[src/rtl/mips_mc_ctrl_if.sv]
// Control-to-datapath bundle for the multi-cycle MIPS controller.
// The master side is the controller; the slave side is the datapath and any observer.
interface mips_mc_ctrl_if #(
    parameter int CNT_W   = 32,
    parameter int STATE_W = 4
);
    logic [5:0]         op;
    logic [5:0]         funct;
    logic               zero;
    logic               pc_wr;
    logic               ir_wr;
    logic               rf_wr;
    logic               dm_wr;
    logic [1:0]         reg_dst;
    logic [1:0]         wd_sel;
    logic               alu_src;
    logic [1:0]         ext_op;
    logic [1:0]         alu_op;
    logic [1:0]         npc_sel;
    logic [STATE_W-1:0] state;
    logic               retire;
    logic               illegal;
    logic [CNT_W-1:0]   instr_cnt;

    modport master (
        input  op, funct, zero,
        output pc_wr, ir_wr, rf_wr, dm_wr, reg_dst, wd_sel, alu_src, ext_op,
               alu_op, npc_sel, state, retire, illegal, instr_cnt
    );

    modport slave (
        output op, funct, zero,
        input  pc_wr, ir_wr, rf_wr, dm_wr, reg_dst, wd_sel, alu_src, ext_op,
               alu_op, npc_sel, state, retire, illegal, instr_cnt
    );
endinterface

[src/rtl/mips_mc_ctrl.sv]
// Moore-style multi-cycle MIPS control unit: steps IF/ID/EXE/MEM/WB and drives
// datapath enables and selects from the current state plus the latched op/funct.
module mips_mc_ctrl #(
    parameter int CNT_W   = 32,
    parameter int STATE_W = 4
) (
    input  logic              clk,
    input  logic              rst,
    mips_mc_ctrl_if.master    bus
);
    typedef enum logic [3:0] {
        S_IF      = 4'd0,
        S_ID      = 4'd1,
        S_EXE_R   = 4'd2,
        S_EXE_I   = 4'd3,
        S_MEM_ADR = 4'd4,
        S_MEM_RD  = 4'd5,
        S_MEM_WR  = 4'd6,
        S_WB_R    = 4'd7,
        S_WB_I    = 4'd8,
        S_WB_LD   = 4'd9,
        S_BR      = 4'd10
    } state_t;

    state_t           state_r;
    state_t           state_s;
    logic [CNT_W-1:0] instr_cnt_r;
    logic             pc_wr_s, ir_wr_s, rf_wr_s, dm_wr_s, alu_src_s, retire_s, illegal_s;
    logic [1:0]       reg_dst_s, wd_sel_s, ext_op_s, alu_op_s, npc_sel_s;

    // Next-state and output decode; reset forces IF and silences every output.
    always_comb begin
        state_s   = S_IF;
        pc_wr_s   = 1'b0;
        ir_wr_s   = 1'b0;
        rf_wr_s   = 1'b0;
        dm_wr_s   = 1'b0;
        alu_src_s = 1'b0;
        retire_s  = 1'b0;
        illegal_s = 1'b0;
        reg_dst_s = 2'd0;
        wd_sel_s  = 2'd0;
        ext_op_s  = 2'd0;
        alu_op_s  = 2'd0;
        npc_sel_s = 2'd0;
        if (rst) begin
            state_s = S_IF;
        end else begin
            case (state_r)
                S_IF: begin
                    ir_wr_s = 1'b1;
                    pc_wr_s = 1'b1;
                    state_s = S_ID;
                end
                S_ID: begin
                    case (bus.op)
                        6'h00: begin
                            case (bus.funct)
                                6'h21, 6'h23: state_s = S_EXE_R;
                                6'h08: begin
                                    pc_wr_s   = 1'b1;
                                    npc_sel_s = 2'd3;
                                    retire_s  = 1'b1;
                                end
                                default: illegal_s = 1'b1;
                            endcase
                        end
                        6'h0D, 6'h0F: state_s = S_EXE_I;
                        6'h23, 6'h2B: state_s = S_MEM_ADR;
                        6'h04:        state_s = S_BR;
                        6'h02, 6'h03: begin
                            pc_wr_s   = 1'b1;
                            npc_sel_s = 2'd2;
                            retire_s  = 1'b1;
                            // jal links PC+4 into $31 in the same cycle as the jump
                            if (bus.op == 6'h03) begin
                                rf_wr_s   = 1'b1;
                                reg_dst_s = 2'd2;
                                wd_sel_s  = 2'd2;
                            end else begin
                                rf_wr_s   = 1'b0;
                            end
                        end
                        default: illegal_s = 1'b1;
                    endcase
                end
                S_EXE_R, S_WB_R: begin
                    alu_op_s = (bus.funct == 6'h23) ? 2'd1 : 2'd0;
                    if (state_r == S_WB_R) begin
                        rf_wr_s   = 1'b1;
                        reg_dst_s = 2'd1;
                        retire_s  = 1'b1;
                    end else begin
                        state_s   = S_WB_R;
                    end
                end
                S_EXE_I, S_WB_I: begin
                    alu_src_s = 1'b1;
                    alu_op_s  = 2'd2;
                    ext_op_s  = (bus.op == 6'h0F) ? 2'd2 : 2'd0;
                    if (state_r == S_WB_I) begin
                        rf_wr_s  = 1'b1;
                        retire_s = 1'b1;
                    end else begin
                        state_s  = S_WB_I;
                    end
                end
                S_MEM_ADR: begin
                    alu_src_s = 1'b1;
                    ext_op_s  = 2'd1;
                    state_s   = (bus.op == 6'h2B) ? S_MEM_WR : S_MEM_RD;
                end
                S_MEM_RD: state_s = S_WB_LD;
                S_MEM_WR: begin
                    dm_wr_s  = 1'b1;
                    retire_s = 1'b1;
                end
                S_WB_LD: begin
                    rf_wr_s  = 1'b1;
                    wd_sel_s = 2'd1;
                    retire_s = 1'b1;
                end
                S_BR: begin
                    alu_op_s  = 2'd1;
                    ext_op_s  = 2'd1;
                    npc_sel_s = 2'd1;
                    pc_wr_s   = bus.zero;
                    retire_s  = 1'b1;
                end
                default: state_s = S_IF;
            endcase
        end
    end

    // State register and retired-instruction counter (wraps silently).
    always_ff @(posedge clk) begin
        if (rst) begin
            state_r     <= S_IF;
            instr_cnt_r <= {CNT_W{1'b0}};
        end else begin
            state_r <= state_s;
            if (retire_s) begin
                instr_cnt_r <= instr_cnt_r + CNT_W'(1);
            end
        end
    end

    assign bus.pc_wr     = pc_wr_s;
    assign bus.ir_wr     = ir_wr_s;
    assign bus.rf_wr     = rf_wr_s;
    assign bus.dm_wr     = dm_wr_s;
    assign bus.reg_dst   = reg_dst_s;
    assign bus.wd_sel    = wd_sel_s;
    assign bus.alu_src   = alu_src_s;
    assign bus.ext_op    = ext_op_s;
    assign bus.alu_op    = alu_op_s;
    assign bus.npc_sel   = npc_sel_s;
    assign bus.state     = STATE_W'(state_r);
    assign bus.retire    = retire_s;
    assign bus.illegal   = illegal_s;
    assign bus.instr_cnt = instr_cnt_r;
endmodule

[src/flat_wrapper.sv]
// flat-port wrapper written by rule: the top's interface ports become plain ports
module mips_mc_ctrl_flat 
#(
    parameter int CNT_W   = 32,
    parameter int STATE_W = 4
)
  (clk, rst, bus_op, bus_funct, bus_zero, bus_pc_wr, bus_ir_wr, bus_rf_wr, bus_dm_wr, bus_reg_dst, bus_wd_sel, bus_alu_src, bus_ext_op, bus_alu_op, bus_npc_sel, bus_state, bus_retire, bus_illegal, bus_instr_cnt);
  mips_mc_ctrl_if #(.CNT_W(CNT_W), .STATE_W(STATE_W)) bus_i ();
  input  logic clk;
  input  logic rst;
  input wire logic [$bits(bus_i.op)-1:0] bus_op;
  input wire logic [$bits(bus_i.funct)-1:0] bus_funct;
  input wire logic [$bits(bus_i.zero)-1:0] bus_zero;
  output wire logic [$bits(bus_i.pc_wr)-1:0] bus_pc_wr;
  output wire logic [$bits(bus_i.ir_wr)-1:0] bus_ir_wr;
  output wire logic [$bits(bus_i.rf_wr)-1:0] bus_rf_wr;
  output wire logic [$bits(bus_i.dm_wr)-1:0] bus_dm_wr;
  output wire logic [$bits(bus_i.reg_dst)-1:0] bus_reg_dst;
  output wire logic [$bits(bus_i.wd_sel)-1:0] bus_wd_sel;
  output wire logic [$bits(bus_i.alu_src)-1:0] bus_alu_src;
  output wire logic [$bits(bus_i.ext_op)-1:0] bus_ext_op;
  output wire logic [$bits(bus_i.alu_op)-1:0] bus_alu_op;
  output wire logic [$bits(bus_i.npc_sel)-1:0] bus_npc_sel;
  output wire logic [$bits(bus_i.state)-1:0] bus_state;
  output wire logic [$bits(bus_i.retire)-1:0] bus_retire;
  output wire logic [$bits(bus_i.illegal)-1:0] bus_illegal;
  output wire logic [$bits(bus_i.instr_cnt)-1:0] bus_instr_cnt;
  assign bus_i.op = bus_op;
  assign bus_i.funct = bus_funct;
  assign bus_i.zero = bus_zero;
  assign bus_pc_wr = bus_i.pc_wr;
  assign bus_ir_wr = bus_i.ir_wr;
  assign bus_rf_wr = bus_i.rf_wr;
  assign bus_dm_wr = bus_i.dm_wr;
  assign bus_reg_dst = bus_i.reg_dst;
  assign bus_wd_sel = bus_i.wd_sel;
  assign bus_alu_src = bus_i.alu_src;
  assign bus_ext_op = bus_i.ext_op;
  assign bus_alu_op = bus_i.alu_op;
  assign bus_npc_sel = bus_i.npc_sel;
  assign bus_state = bus_i.state;
  assign bus_retire = bus_i.retire;
  assign bus_illegal = bus_i.illegal;
  assign bus_instr_cnt = bus_i.instr_cnt;
  mips_mc_ctrl #(.CNT_W(CNT_W), .STATE_W(STATE_W)) u_core (.clk(clk), .rst(rst), .bus(bus_i));
endmodule
[config.mk]
export PLATFORM = sky130hd
export DESIGN_NAME = mips_mc_ctrl_flat
export DESIGN_NICKNAME = d
export VERILOG_FILES = /design/src/rtl/mips_mc_ctrl_if.sv /design/src/rtl/mips_mc_ctrl.sv /design/src/flat_wrapper.sv
export SDC_FILE = /design/constraint.sdc
export NUM_CORES = 1
export LEC_CHECK = 0
export BUFFER_PORTS_ARGS = -buffer_cell sky130_fd_sc_hd__buf_4
export CORE_ASPECT_RATIO = 0.8
export CORE_MARGIN = 2
export CORE_UTILIZATION = 56
export CTS_CLUSTER_DIAMETER = 120
export CTS_CLUSTER_SIZE = 20
export DETAILED_ROUTE_END_ITERATION = 7
export MAX_ROUTING_LAYER = met4
export PLACE_DENSITY = 0.85
export SLEW_MARGIN = 20
export SYNTH_ARGS = -nofsm -noshare
export SYNTH_HDL_FRONTEND = slang
export SYNTH_SLANG_ARGS = --single-unit
[constraint.sdc]
create_clock -name clk -period 5.8 [get_ports clk]
set_input_delay 1.16 -clock clk [delete_from_list [all_inputs] [get_ports clk]]
set_output_delay 1.16 -clock clk [all_outputs]
set_load 0.01 [all_outputs]
==> results of run 1 <==
==> final timing paths <==
path	cells past startpoint	startpoint	slack [ns]	to
worst max-delay path	6	bus_op[2]	1.87	bus_retire
worst min-delay path	2	u_core.bus.instr_cnt[26]	0.50	u_core.bus.instr_cnt[26]
worst max register to register	5	u_core.bus.state[2]	3.11	u_core.bus.instr_cnt[31]
worst min register to register	2	u_core.bus.instr_cnt[26]	0.50	u_core.bus.instr_cnt[26]
==> Yosys cell counts, types with 2 or more instances <==
| cell | number |
|---|---|
| sky130_fd_sc_hd__dfxtp_1 | 36 |
| sky130_fd_sc_hd__nand4_1 | 7 |
| sky130_fd_sc_hd__or4_1 | 11 |
| sky130_fd_sc_hd__buf_4 | 2 |
| sky130_fd_sc_hd__o41ai_1 | 4 |
| sky130_fd_sc_hd__inv_1 | 8 |
| sky130_fd_sc_hd__nor4b_1 | 3 |
| sky130_fd_sc_hd__nand2_1 | 16 |
| sky130_fd_sc_hd__and3_1 | 8 |
| sky130_fd_sc_hd__o211a_1 | 2 |
| sky130_fd_sc_hd__or3_1 | 7 |
| sky130_fd_sc_hd__and4_1 | 6 |
| sky130_fd_sc_hd__nand4_2 | 2 |
| sky130_fd_sc_hd__buf_6 | 4 |
| sky130_fd_sc_hd__a21o_1 | 2 |
| sky130_fd_sc_hd__a31o_2 | 3 |
| sky130_fd_sc_hd__nor4_1 | 2 |
| sky130_fd_sc_hd__mux2_2 | 3 |
| sky130_fd_sc_hd__nand2b_1 | 3 |
| sky130_fd_sc_hd__nor2b_1 | 5 |
| sky130_fd_sc_hd__o21bai_1 | 2 |
| sky130_fd_sc_hd__clkbuf_1 | 10 |
| sky130_fd_sc_hd__o21a_1 | 2 |
| sky130_fd_sc_hd__xor2_1 | 3 |
| sky130_fd_sc_hd__o31ai_1 | 10 |
| sky130_fd_sc_hd__a21oi_1 | 35 |
| sky130_fd_sc_hd__nand4bb_1 | 2 |
| sky130_fd_sc_hd__nor2_1 | 28 |
| sky130_fd_sc_hd__nand3_1 | 16 |
| sky130_fd_sc_hd__nand4b_1 | 2 |
| sky130_fd_sc_hd__nor3_1 | 9 |
| sky130_fd_sc_hd__o21ai_0 | 9 |
| sky130_fd_sc_hd__or2b_1 | 2 |
| sky130_fd_sc_hd__and2_1 | 2 |
==> flip-flops by register name, indices dropped and copies added (netlist names) <==
signal                count
u_core.bus.instr_cnt     32
u_core.bus.state          4
==> metal layers <==
layer	global-route usage	wire length [um]
met1	0.330	2770
met2	0.441	2790
met3	0.0694	508
met4	0.0675	35
met5	-	0
==> per-stage QoR <==
stage          utilization  hold WS, ns  worst slack [ns]
2_1_floorplan            -        0.499              2.37
3_3_place_gp         0.715        0.479              1.93
3_5_place_dp         0.715        0.486              1.90
4_1_cts              0.748        0.497              1.89
5_1_grt              0.748        0.531              1.77
6_report             0.748        0.498              1.87
==> final cells by class <==
type | count | area, um^2
fillers | 347 | 985
clock buffers | 7 | 96.3
flip-flops and latches | 36 | 721
inverters | 8 | 30.0
well taps | 55 | 68.8
clock inverters | 1 | 30.0
multi-input cells | 228 | 1470
repair buffers | 67 | 503
==> cell families (layout without fill, tap and decap cells) <==
group           count (synthesis)  in the layout  synth area share
buf+inv                        27             83            0.0606
fa+ha+maj                       1              1           0.00536
simple gates                  140            140             0.367
mux                             5              5            0.0236
xor+xnor                        4              4            0.0150
compound gates                 78             78             0.219
flops                          36             36             0.309
==> power by group through the flow <==
| stage | logic [uW] | clock network [uW] | registers [uW] |
|---|---|---|---|
| 2_1_floorplan | 26.6 | 0 | 255 |
| 3_3_place_gp | 40.2 | 0 | 258 |
| 3_5_place_dp | 40.7 | 0 | 258 |
| 4_1_cts | 41.0 | 248 | 252 |
| 5_1_grt | 44.9 | 257 | 253 |
| 6_report | 41.4 | 244 | 252 |
==> worst reg2reg max path, cell delays in order, from the launching register on <==
cell,delay [ns]
sky130_fd_sc_hd__dfxtp_1,0.87
sky130_fd_sc_hd__nor2b_1,0.15
sky130_fd_sc_hd__a221o_1,0.49
sky130_fd_sc_hd__o21ai_4,0.59
sky130_fd_sc_hd__nor4_1,0.18
sky130_fd_sc_hd__mux2_2,0.30
==> metrics.txt, run 1 <==
# TYPE chip_impl_metric gauge
chip_impl_metric{name="finalInstanceArea",unit="um^2"} 2920
chip_impl_metric{name="htree_levels",unit=""} 2
chip_impl_metric{name="via_per_inst",unit=""} 6.14
chip_impl_metric{name="powerDensity",unit="nW/um^2"} 184
chip_impl_metric{name="finalWirelength",unit="um"} 6100
chip_impl_info{name="critPathSlowestCell",value="sky130_fd_sc_hd__o21ai_4"} 1
chip_impl_metric{name="detailroute.via_count",unit=""} 2470
chip_impl_metric{name="core_area",unit="um^2"} 3900
chip_impl_info{name="critPathMostFrequentCell",value="sky130_fd_sc_hd__buf_4"} 1
chip_impl_metric{name="finalHoldViolations",unit=""} 0
chip_impl_info{name="endpoint_kind",value="output port"} 1
chip_impl_metric{name="post_cts_resized",unit=""} 0
chip_impl_metric{name="grt_start_max_net_pins",unit=""} 54
chip_impl_metric{name="skew",unit="ns"} 0.00743
chip_impl_info{name="critical-path-top-delay-family",value="compound AO/OA/AOI/OAI gates"} 1
chip_impl_metric{name="number_of_buffers_inserted_by_hold_repair_at_cts",unit=""} 0
chip_impl_metric{name="internal_power",unit="uW"} 418
chip_impl_info{name="setup_repair_after_global_routing_missed_its_margin",value="no"} 1
chip_impl_metric{name="design_power_total",unit="uW"} 537
chip_impl_info{name="cts_tree",value="built"} 1
chip_impl_metric{name="syn_to_final_growth",unit="%"} 25.2
chip_impl_metric{name="tightest_slew",unit="ns"} 0.834
chip_impl_info{name="layout_common_cells",value="sky130_fd_sc_hd__buf_4, sky130_fd_sc_hd__dfxtp_1, sky130_fd_sc_hd__a21oi_1"} 1
chip_impl_metric{name="synthCells",unit=""} 291
chip_impl_metric{name="floorplan.rows",unit=""} 20
chip_impl_metric{name="synth_sequential_area_ratio",unit=""} 0.309
chip_impl_metric{name="initial_core_util",unit=""} 0.597
chip_impl_metric{name="i_o_pin_total",unit=""} 68
chip_impl_metric{name="io_buffer_count",unit=""} 67
chip_impl_metric{name="wire_per_inst",unit="um"} 15.2
chip_impl_metric{name="asyncSetResetFlopFracSynth",unit=""} 0
chip_impl_metric{name="clk_pin_slew_worst_paths",unit="ns"} 0.07
chip_impl_info{name="cts_root_buf",value="sky130_fd_sc_hd__clkbuf_8"} 1
chip_impl_metric{name="power.switching_fraction",unit=""} 0.221
chip_impl_metric{name="grt_pass1_wl",unit="um"} 9600
chip_impl_metric{name="cp.required",unit="ns"} 4.64
chip_impl_metric{name="initialDrtViolationCount",unit=""} 179
chip_impl_info{name="outcome",value="finished, final reports clean"} 1
chip_impl_metric{name="report.final.setup_viol",unit=""} 0
chip_impl_metric{name="dp_hpwl",unit="um"} 4240
chip_impl_metric{name="postSynthRegisterBits",unit=""} 36
chip_impl_metric{name="antenna_left",unit=""} 0
chip_impl_metric{name="post_cts_buffers",unit=""} 0
chip_impl_metric{name="die_width",unit="um"} 76.2
chip_impl_metric{name="clock_power_share",unit=""} 0.453
chip_impl_metric{name="period_share",unit=""} 0.678
chip_impl_metric{name="n_antenna_cell",unit=""} 0
chip_impl_metric{name="critical-path-max-stage-delay",unit="ns"} 0.59
chip_impl_info{name="worstSetupStartpointType",value="primary input"} 1
chip_impl_metric{name="synth.lib_cells_used.distinct",unit=""} 59
chip_impl_metric{name="cp_max_fo",unit=""} 31
chip_impl_metric{name="synth_edf_count",unit=""} 0
chip_impl_info{name="worstPathCellList",value="buf_4, and2b_1, a221o_1, o21ai_4, nor2_1, buf_4"} 1
chip_impl_metric{name="die_height",unit="um"} 61.7
chip_impl_info{name="final_common_cell",value="sky130_fd_sc_hd__buf_4"} 1
chip_impl_metric{name="netSwitchingPower",unit="uW"} 119
chip_impl_metric{name="nNetsFinal",unit=""} 362
chip_impl_metric{name="cts_made_buffers",unit=""} 5
chip_impl_metric{name="ir_worst_vdd",unit="V"} 0.000136
chip_impl_metric{name="ys.warnings.count",unit=""} 0
chip_impl_metric{name="drive_above_1_share",unit=""} 0.262
chip_impl_metric{name="comb_power_share",unit=""} 0.077
chip_impl_metric{name="max_clk_rate",unit="GHz"} 0.254
chip_impl_info{name="synth-main-ff-cell",value="sky130_fd_sc_hd__dfxtp_1"} 1
chip_impl_metric{name="route.detailed.drc",unit=""} 0
chip_impl_metric{name="critical_path.n_buffers_inverters",unit=""} 2
chip_impl_metric{name="timing.final.max_slew_violations",unit=""} 0
chip_impl_metric{name="global_route.overflow_total",unit=""} 0
chip_impl_metric{name="placer_congestion_estimate",unit=""} 0.869
chip_impl_metric{name="totalNegativeSetupSlack",unit="ns"} 0
chip_impl_info{name="synth_top_cell_by_area",value="sky130_fd_sc_hd__dfxtp_1"} 1
chip_impl_metric{name="leakagePower",unit="uW"} 0.00117
chip_impl_metric{name="placed_area",unit="um^2"} 2790
chip_impl_metric{name="numClockSinks",unit=""} 36
chip_impl_metric{name="cp_data_arrival_time",unit="ns"} 2.77
chip_impl_metric{name="post_layout_nonfiller_instances",unit=""} 402
chip_impl_metric{name="antenna_found_initial",unit=""} 0
chip_impl_metric{name="avgSynthCellArea",unit="um^2"} 8.01
chip_impl_metric{name="clkLatencyLatePin",unit="ns"} 0.29
chip_impl_metric{name="die_area",unit="um^2"} 4700
chip_impl_metric{name="net_count_after_synthesis",unit=""} 307
chip_impl_info{name="worst_hold_path_type",value="reg2reg"} 1
chip_impl_info{name="synth_area_leaders",value="sky130_fd_sc_hd__dfxtp_1, sky130_fd_sc_hd__a21oi_1, sky130_fd_sc_hd__nor2_1, sky130_fd_sc_hd__or4_1, sky130_fd_sc_hd__nand3_1"} 1
chip_impl_metric{name="placed_cells_incl_taps",unit=""} 394
chip_impl_metric{name="global_route.usage.total",unit=""} 0.265
chip_impl_metric{name="max-clock-path-buffers",unit=""} 2
chip_impl_info{name="crit_type",value="in2out"} 1
chip_impl_metric{name="drv_cap",unit=""} 0
chip_impl_metric{name="finalCriticalPeriod",unit="ns"} 3.93
chip_impl_metric{name="yosys_top_cell_area_share",unit=""} 0.309
chip_impl_metric{name="register_share_of_total_power",unit=""} 0.470
chip_impl_metric{name="slew_limit_headroom",unit=""} 0.443
chip_impl_metric{name="detailedRoute.firstPassIterationCount",unit=""} 4
chip_impl_metric{name="first_global_vias",unit=""} 2060
chip_impl_metric{name="mappedNetlistArea",unit="um^2"} 2330
No activity file was read; power rests on OpenSTA's default activity.
==> run 2, diff against run 1 <==
--- a/config.mk
+++ b/config.mk
@@ -5,15 +5,16 @@
 export SDC_FILE = /design/constraint.sdc
 export NUM_CORES = 1
 export LEC_CHECK = 0
+export ABC_AREA = 1
 export BUFFER_PORTS_ARGS = -buffer_cell sky130_fd_sc_hd__buf_4
 export CORE_ASPECT_RATIO = 0.8
 export CORE_MARGIN = 2
-export CORE_UTILIZATION = 56
+export CORE_UTILIZATION = 53
 export CTS_CLUSTER_DIAMETER = 120
 export CTS_CLUSTER_SIZE = 20
 export DETAILED_ROUTE_END_ITERATION = 7
 export MAX_ROUTING_LAYER = met4
-export PLACE_DENSITY = 0.85
+export PLACE_DENSITY = 0.8
 export SLEW_MARGIN = 20
 export SYNTH_ARGS = -nofsm -noshare
 export SYNTH_HDL_FRONTEND = slang
==> constraint.sdc (replaced) <==
create_clock -name clk -period 3.65 [get_ports clk]
set_input_delay 0.73 -clock clk [delete_from_list [all_inputs] [get_ports clk]]
set_output_delay 0.73 -clock clk [all_outputs]
set_load 0.01 [all_outputs]
==> run 2 against run 1 <==
Area after synthesis is 8.5% higher; critical endpoint is now bus_illegal; power is 37% higher; synthesized cell count increased by 50%; global-route usage is 0.77 points higher; worst setup slack worse by 0.90 ns; die area increased by 14%; clock-buffer cell count fell by 1; clock skew fell by 0.0020 ns; sequential cell count did not move; largest cell class unchanged; worst hold slack better by 0.016 ns; final area is 7.4% higher.
==> metrics.txt, run 2 <==
# TYPE chip_impl_metric gauge
chip_impl_metric{name="antenna_left",unit=""} 0
chip_impl_info{name="crit_type",value="in2out"} 1
chip_impl_metric{name="core_area",unit="um^2"} 4600
chip_impl_metric{name="totalNegativeSetupSlack",unit="ns"} 0
chip_impl_metric{name="leakagePower",unit="uW"} 0.00130
chip_impl_metric{name="detailroute.via_count",unit=""} 2952
chip_impl_metric{name="finalWirelength",unit="um"} 6870
chip_impl_metric{name="clk_pin_slew_worst_paths",unit="ns"} 0.07
chip_impl_info{name="setup_repair_after_global_routing_missed_its_margin",value="no"} 1
chip_impl_metric{name="slew_limit_headroom",unit=""} 0.672
chip_impl_info{name="hold_path_startpoint",value="u_core.bus.instr_cnt[31]"} 1
chip_impl_metric{name="cp_max_fo",unit=""} 27
chip_impl_metric{name="critical-path-max-stage-delay",unit="ns"} 0.23
chip_impl_metric{name="drive_above_1_share",unit=""} 0.197
chip_impl_metric{name="nNetsFinal",unit=""} 519
chip_impl_metric{name="asyncSetResetFlopFracSynth",unit=""} 0
chip_impl_metric{name="grt_start_max_net_pins",unit=""} 53
chip_impl_metric{name="ys.warnings.count",unit=""} 0
chip_impl_metric{name="mappedNetlistArea",unit="um^2"} 2530
chip_impl_metric{name="period_share",unit=""} 0.734
chip_impl_metric{name="die_area",unit="um^2"} 5350
chip_impl_metric{name="finalHoldViolations",unit=""} 0
chip_impl_info{name="yosysMostFrequentCell",value="sky130_fd_sc_hd__nand2_1"} 1
chip_impl_metric{name="die_height",unit="um"} 65.8
chip_impl_info{name="critPathSlowestCell",value="sky130_fd_sc_hd__buf_4"} 1
chip_impl_info{name="layout_common_cells",value="sky130_fd_sc_hd__nand2_1, sky130_fd_sc_hd__nor2_1, sky130_fd_sc_hd__buf_4"} 1
chip_impl_metric{name="initialDrtViolationCount",unit=""} 242
chip_impl_metric{name="yosys_top_cell_area_share",unit=""} 0.285
chip_impl_metric{name="cts_made_buffers",unit=""} 5
chip_impl_metric{name="max-clock-path-buffers",unit=""} 2
chip_impl_metric{name="cp_data_arrival_time",unit="ns"} 1.95
chip_impl_metric{name="flip_flop_count_of_the_largest_register_all_copies_and_words_added",unit=""} 32
chip_impl_metric{name="max_clk_rate",unit="GHz"} 0.373
chip_impl_info{name="critical-path-top-delay-family",value="buffers and inverters"} 1
chip_impl_metric{name="initial_core_util",unit=""} 0.550
chip_impl_metric{name="timing.reg2reg.worst_path_depth",unit=""} 8
chip_impl_metric{name="floorplan.rows",unit=""} 22
chip_impl_info{name="worstSetupStartpointType",value="primary input"} 1
chip_impl_metric{name="design_power_total",unit="uW"} 737
chip_impl_info{name="crit-reg2reg-launch",value="u_core.bus.instr_cnt[1]"} 1
chip_impl_metric{name="global_route.overflow_total",unit=""} 0
chip_impl_metric{name="clkLatencyLatePin",unit="ns"} 0.29
chip_impl_metric{name="regToRegSetupSlack",unit="ns"} 1.71
chip_impl_info{name="cts_root_buf",value="sky130_fd_sc_hd__clkbuf_8"} 1
chip_impl_metric{name="io_buffer_count",unit=""} 67
chip_impl_metric{name="post_cts_resized",unit=""} 0
chip_impl_metric{name="first_global_vias",unit=""} 2508
chip_impl_metric{name="dp_hpwl",unit="um"} 5200
chip_impl_metric{name="finalCriticalPeriod",unit="ns"} 2.68
chip_impl_metric{name="synth.lib_cells_used.distinct",unit=""} 35
chip_impl_metric{name="placer_congestion_estimate",unit=""} 0.930
chip_impl_metric{name="timing.final.max_slew_violations",unit=""} 0
chip_impl_info{name="synth_common_cells",value="sky130_fd_sc_hd__nand2_1, sky130_fd_sc_hd__nor2_1, sky130_fd_sc_hd__nand3_1"} 1
chip_impl_info{name="timing.hold.worst_endpoint",value="u_core.bus.instr_cnt[31]"} 1
chip_impl_metric{name="drv_cap",unit=""} 0
chip_impl_info{name="synth_area_leaders",value="sky130_fd_sc_hd__dfxtp_1, sky130_fd_sc_hd__nand2_1, sky130_fd_sc_hd__nor2_1, sky130_fd_sc_hd__nand3_1, sky130_fd_sc_hd__a21oi_1"} 1
chip_impl_metric{name="die_width",unit="um"} 81.2
chip_impl_metric{name="met1Wirelength",unit="um"} 3560
chip_impl_metric{name="routed-wl-met2",unit="um"} 2910
chip_impl_metric{name="net_count_after_synthesis",unit=""} 453
chip_impl_metric{name="report.final.setup_viol",unit=""} 0
chip_impl_metric{name="hold_path_depth",unit=""} 2
chip_impl_metric{name="postSynthRegisterBits",unit=""} 36
chip_impl_metric{name="synthCells",unit=""} 437
chip_impl_metric{name="antenna_found_initial",unit=""} 0
chip_impl_info{name="critical_path.reg2reg.endpoint",value="u_core.bus.instr_cnt[28]"} 1
chip_impl_metric{name="route.detailed.drc",unit=""} 0
chip_impl_metric{name="htree_levels",unit=""} 2
chip_impl_metric{name="synth_edf_count",unit=""} 0
chip_impl_metric{name="i_o_pin_total",unit=""} 68
chip_impl_info{name="worst_hold_path_type",value="reg2reg"} 1
chip_impl_metric{name="avgSynthCellArea",unit="um^2"} 5.79
chip_impl_metric{name="cp.required",unit="ns"} 2.92
chip_impl_metric{name="global_route.usage.total",unit=""} 0.272
chip_impl_metric{name="fin_hold_ws",unit="ns"} 0.514
chip_impl_metric{name="syn_to_final_growth",unit="%"} 23.9
chip_impl_info{name="top_layer",value="met4"} 1
chip_impl_metric{name="skew",unit="ns"} 0.00547
chip_impl_info{name="critPathMostFrequentCell",value="sky130_fd_sc_hd__buf_4"} 1
chip_impl_metric{name="number_of_buffers_inserted_by_hold_repair_at_cts",unit=""} 0
chip_impl_info{name="cts_tree",value="built"} 1
chip_impl_info{name="endpoint_kind",value="output port"} 1
chip_impl_metric{name="n_antenna_cell",unit=""} 0
chip_impl_metric{name="tightest_slew",unit="ns"} 0.492
chip_impl_metric{name="numClockSinks",unit=""} 36
chip_impl_info{name="synth-main-ff-cell",value="sky130_fd_sc_hd__dfxtp_1"} 1
chip_impl_info{name="synth_top_cell_by_area",value="sky130_fd_sc_hd__dfxtp_1"} 1
chip_impl_metric{name="met3_wirelength",unit="um"} 349
chip_impl_metric{name="via_per_inst",unit=""} 5.24
chip_impl_metric{name="post_cts_buffers",unit=""} 0
chip_impl_info{name="worstPathCellList",value="buf_4, clkinv_1, buf_4, nand2_1, a21oi_1, o21ai_0, nor4_1, buf_4"} 1
chip_impl_metric{name="powerDensity",unit="nW/um^2"} 235
chip_impl_info{name="final_common_cell",value="sky130_fd_sc_hd__nand2_1"} 1
chip_impl_metric{name="synth_sequential_area_ratio",unit=""} 0.285
chip_impl_metric{name="ir_worst_vdd",unit="V"} 0.000180
chip_impl_metric{name="wire_per_inst",unit="um"} 12.2
chip_impl_metric{name="critical_path_cell_count",unit=""} 8
chip_impl_metric{name="grt_pass1_wl",unit="um"} 11100
chip_impl_metric{name="detailedRoute.firstPassIterationCount",unit=""} 5
chip_impl_metric{name="critical_path.n_buffers_inverters",unit=""} 4
chip_impl_info{name="outcome",value="finished, final reports clean"} 1
-- run 2: area by class of cell --
| type | count | area (um^2) |
|---|---|---|
| Clock inverter | 1 | 5.00 |
| Timing Repair Buffer | 70 | 526 |
| Multi-Input combinational cell | 348 | 1580 |
| Sequential cell | 36 | 721 |
| Fill cell | 432 | 1460 |
| Clock buffer | 6 | 72.6 |
| Tap cell | 60 | 75.1 |
| Inverter | 42 | 158 |
-- run 2: cell families (layout without fill, tap and decap cells) --
kind of cell | count (synthesis) | after routing | synth area share
and+or+nand+nor | 299 | 299 | 0.514
buffers and inverters | 53 | 119 | 0.0910
AOI/OAI and AO/OA | 45 | 45 | 0.0945
DFF | 36 | 36 | 0.285
xor gates and xnor gates | 3 | 3 | 0.0104
adders and majority gates | 1 | 1 | 0.00494
-- run 2: power by group --
part,total [uW],leakage (uW),switching [uW],internal [uW]
logic,71.2,0.000966,42.7,28.5
registers,396,0.000290,2.05,394
clock network,270,0.0000410,140,130
-- run 2: per-stage QoR --
step	utilization	worst slack, ns	cell area (um^2)	instances
after floorplan	-	1.27	2530	437
after global placement	0.665	0.995	3060	556
after detailed placement	0.665	0.980	3060	556
after CTS	0.682	0.981	3140	563
after global routing	0.682	0.868	3140	563
final	0.682	0.970	3140	563
-- run 2: worst max-delay path by stage --
stage                     slack [ns]             to          from
after floorplan                 1.27  bus_ext_op[0]           rst
after global placement           1.0    bus_illegal           rst
after detailed placement        0.98    bus_illegal           rst
after CTS                       0.98    bus_illegal           rst
after global routing            0.87     bus_retire  bus_funct[2]
final                           0.97    bus_illegal           rst
-- run 2: worst register-to-register path, delay by kind of cell, from the launching register on --
kind | cells | cell delay, ns
adders and majority gates | 1 | 0.24
DFF | 1 | 0.39
and+or+nand+nor | 7 | 1.21
-- run 2: per-layer routing --
layer	vias to the layer above	track usage
li1	1527	-
met1	1344	0.396
met2	74	0.402
met3	7	0.0410
met4	0	0.0572
met5	-	-
==> run 3, diff against run 2 <==
--- a/config.mk
+++ b/config.mk
@@ -5,16 +5,16 @@
 export SDC_FILE = /design/constraint.sdc
 export NUM_CORES = 1
 export LEC_CHECK = 0
-export ABC_AREA = 1
+export ABC_AREA = 0
 export BUFFER_PORTS_ARGS = -buffer_cell sky130_fd_sc_hd__buf_4
 export CORE_ASPECT_RATIO = 0.8
 export CORE_MARGIN = 2
-export CORE_UTILIZATION = 53
+export CORE_UTILIZATION = 47
 export CTS_CLUSTER_DIAMETER = 120
 export CTS_CLUSTER_SIZE = 20
 export DETAILED_ROUTE_END_ITERATION = 7
 export MAX_ROUTING_LAYER = met4
-export PLACE_DENSITY = 0.8
+export PLACE_DENSITY = 0.76
 export SLEW_MARGIN = 20
 export SYNTH_ARGS = -nofsm -noshare
 export SYNTH_HDL_FRONTEND = slang
==> constraint.sdc (replaced) <==
create_clock -name clk -period 2.17 [get_ports clk]
set_input_delay 0.434 -clock clk [delete_from_list [all_inputs] [get_ports clk]]
set_output_delay 0.434 -clock clk [all_outputs]
set_load 0.01 [all_outputs]
==> run 3 against run 2 <==
Sequential share of layout area down 0.66 points; non-clock buffer count up 37; highest routed layer unchanged; global-route usage down 1.8 points; largest power group unchanged; critical path type unchanged.
==> metrics.txt, run 3 (synthesis gave the netlist of run 1 again) <==
# TYPE chip_impl_metric gauge
chip_impl_info{name="outcome",value="finished, final reports clean"} 1
chip_impl_metric{name="via_per_inst",unit=""} 5.89
chip_impl_info{name="setup_repair_after_global_routing_missed_its_margin",value="yes"} 1
chip_impl_metric{name="pre_cts_ws",unit="ns"} -0.0803
chip_impl_metric{name="route.detailed.drc",unit=""} 0
chip_impl_metric{name="global_route.overflow_total",unit=""} 0
chip_impl_metric{name="leakagePower",unit="uW"} 0.00137
chip_impl_info{name="final_common_cell",value="sky130_fd_sc_hd__buf_4"} 1
chip_impl_metric{name="drive_above_1_share",unit=""} 0.364
chip_impl_metric{name="max-clock-path-buffers",unit=""} 2
chip_impl_metric{name="tightest_slew",unit="ns"} 0.423
chip_impl_metric{name="first_global_vias",unit=""} 2383
chip_impl_info{name="layout_common_cells",value="sky130_fd_sc_hd__buf_4, sky130_fd_sc_hd__a21oi_1, sky130_fd_sc_hd__dfxtp_1"} 1
chip_impl_metric{name="fin_hold_ws",unit="ns"} 0.495
chip_impl_info{name="endpoint_kind",value="output port"} 1
chip_impl_metric{name="syn_to_final_growth",unit="%"} 39.6
chip_impl_metric{name="detailroute.via_count",unit=""} 2633
chip_impl_metric{name="cts_made_buffers",unit=""} 5
chip_impl_info{name="worst_hold_path_type",value="reg2reg"} 1
chip_impl_metric{name="antenna_found_initial",unit=""} 0
chip_impl_metric{name="htree_levels",unit=""} 2
chip_impl_metric{name="die_width",unit="um"} 82.8
chip_impl_info{name="cts_tree",value="built"} 1
chip_impl_metric{name="nNetsFinal",unit=""} 402
chip_impl_metric{name="setup_slack",unit="ns"} 0.0243
chip_impl_metric{name="clkLatencyLatePin",unit="ns"} 0.29
chip_impl_metric{name="clk_pin_slew_worst_paths",unit="ns"} 0.07
chip_impl_metric{name="grt_start_max_net_pins",unit=""} 33
chip_impl_info{name="worstSetupStartpointType",value="primary input"} 1
chip_impl_metric{name="floorplan.rows",unit=""} 22
chip_impl_metric{name="detailedRoute.firstPassIterationCount",unit=""} 5
chip_impl_metric{name="cp_max_fo",unit=""} 4
chip_impl_metric{name="skew",unit="ns"} 0.00529
chip_impl_metric{name="initial_core_util",unit=""} 0.498
chip_impl_metric{name="max_clk_rate",unit="GHz"} 0.466
chip_impl_metric{name="dp_hpwl",unit="um"} 4990
chip_impl_metric{name="antenna_left",unit=""} 0
chip_impl_metric{name="number_of_buffers_inserted_by_hold_repair_at_cts",unit=""} 0
chip_impl_metric{name="grt_pass1_wl",unit="um"} 10800
chip_impl_metric{name="cp_data_arrival_time",unit="ns"} 1.71
chip_impl_metric{name="die_area",unit="um^2"} 5550
chip_impl_metric{name="finalHoldViolations",unit=""} 0
chip_impl_metric{name="global_route.usage.total",unit=""} 0.255
chip_impl_metric{name="core_area",unit="um^2"} 4680
chip_impl_info{name="cts_root_buf",value="sky130_fd_sc_hd__clkbuf_8"} 1
chip_impl_metric{name="wire_per_inst",unit="um"} 14.8
chip_impl_metric{name="powerDensity",unit="nW/um^2"} 430
chip_impl_metric{name="drv_cap",unit=""} 0
chip_impl_metric{name="numClockSinks",unit=""} 36
chip_impl_metric{name="io_buffer_count",unit=""} 67
chip_impl_metric{name="flip_flop_count_of_the_largest_register_all_copies_and_words_added",unit=""} 32
chip_impl_metric{name="die_height",unit="um"} 67.0
chip_impl_metric{name="finalCriticalPeriod",unit="ns"} 2.15
chip_impl_metric{name="i_o_pin_total",unit=""} 68
chip_impl_metric{name="initialDrtViolationCount",unit=""} 153
chip_impl_metric{name="period_share",unit=""} 0.989
chip_impl_metric{name="cp.required",unit="ns"} 1.74
chip_impl_metric{name="ir_worst_vdd",unit="V"} 0.000278
chip_impl_info{name="crit_type",value="in2out"} 1
chip_impl_metric{name="placer_congestion_estimate",unit=""} 0.930
chip_impl_metric{name="report.final.setup_viol",unit=""} 0
chip_impl_metric{name="timing.final.max_slew_violations",unit=""} 0
chip_impl_metric{name="finalWirelength",unit="um"} 6630
chip_impl_metric{name="n_antenna_cell",unit=""} 0
chip_impl_metric{name="slew_limit_headroom",unit=""} 0.717
-- run 3: worst max-delay path, cell delays in order --
cell	delay [ns]
sky130_fd_sc_hd__buf_4	0.12
sky130_fd_sc_hd__nor4b_2	0.26
sky130_fd_sc_hd__and4_4	0.26
sky130_fd_sc_hd__a21oi_1	0.07
sky130_fd_sc_hd__or2b_1	0.26
sky130_fd_sc_hd__a21oi_1	0.15
sky130_fd_sc_hd__buf_4	0.14
-- run 3: stage by stage --
step	instance area, um^2	util	TNS (ns)	std cells	power (uW)
floorplan	2330	-	0	291	752
global placement	3070	0.656	-0.0428	435	817
detailed placement	3070	0.656	-0.513	435	819
CTS	3190	0.681	-0.00386	443	1400
global route	3260	0.696	-0.0506	447	1450
finish	3260	0.696	0	447	1400
-- run 3: repair_timing --
action / CTS / global route
resized for setup: 4 / 9
buffers inserted: 0 / 4
pin swaps: 0 / 4
setup endpoints to repair: 3 / 6
-- run 3: layout make-up --
type	count	area (um^2)
clock buffer	5	68.8
tap	60	75.1
timing repair buffer	107	807
fill	379	1420
multi-input combinational	228	1510
sequential	36	727
clock inverter	3	42.5
inverter	8	30.0
-- run 3: power breakdown --
| part | switching [uW] | internal, uW | total (uW) | leakage (uW) |
|---|---|---|---|---|
| sequential | 3.66 | 662 | 665 | 0.000292 |
| clock | 249 | 340 | 589 | 0.0000541 |
| combinational | 77.1 | 69.4 | 147 | 0.00103 |
| total | 330 | 1070 | 1400 | 0.00137 |
-- run 3: routing by layer --
metal | wire length, um | vias to the layer above | global-route usage
li1 | - | 1287 | -
met1 | 3140 | 1250 | 0.352
met2 | 2960 | 87 | 0.381
met3 | 455 | 9 | 0.0556
met4 | 68 | 0 | 0.0594
met5 | 0 | - | -
-- run 3: path summary, 6_finish.rpt --
path / start / to / slack (ns) / cells after the start
min reg2reg: u_core.bus.instr_cnt[27] / u_core.bus.instr_cnt[27] / 0.50 / 2
max: bus_op[2] / bus_pc_wr / 0.02 / 7
min: u_core.bus.instr_cnt[27] / u_core.bus.instr_cnt[27] / 0.50 / 2
max reg2reg: u_core.bus.state[1] / u_core.bus.instr_cnt[31] / 0.08 / 7
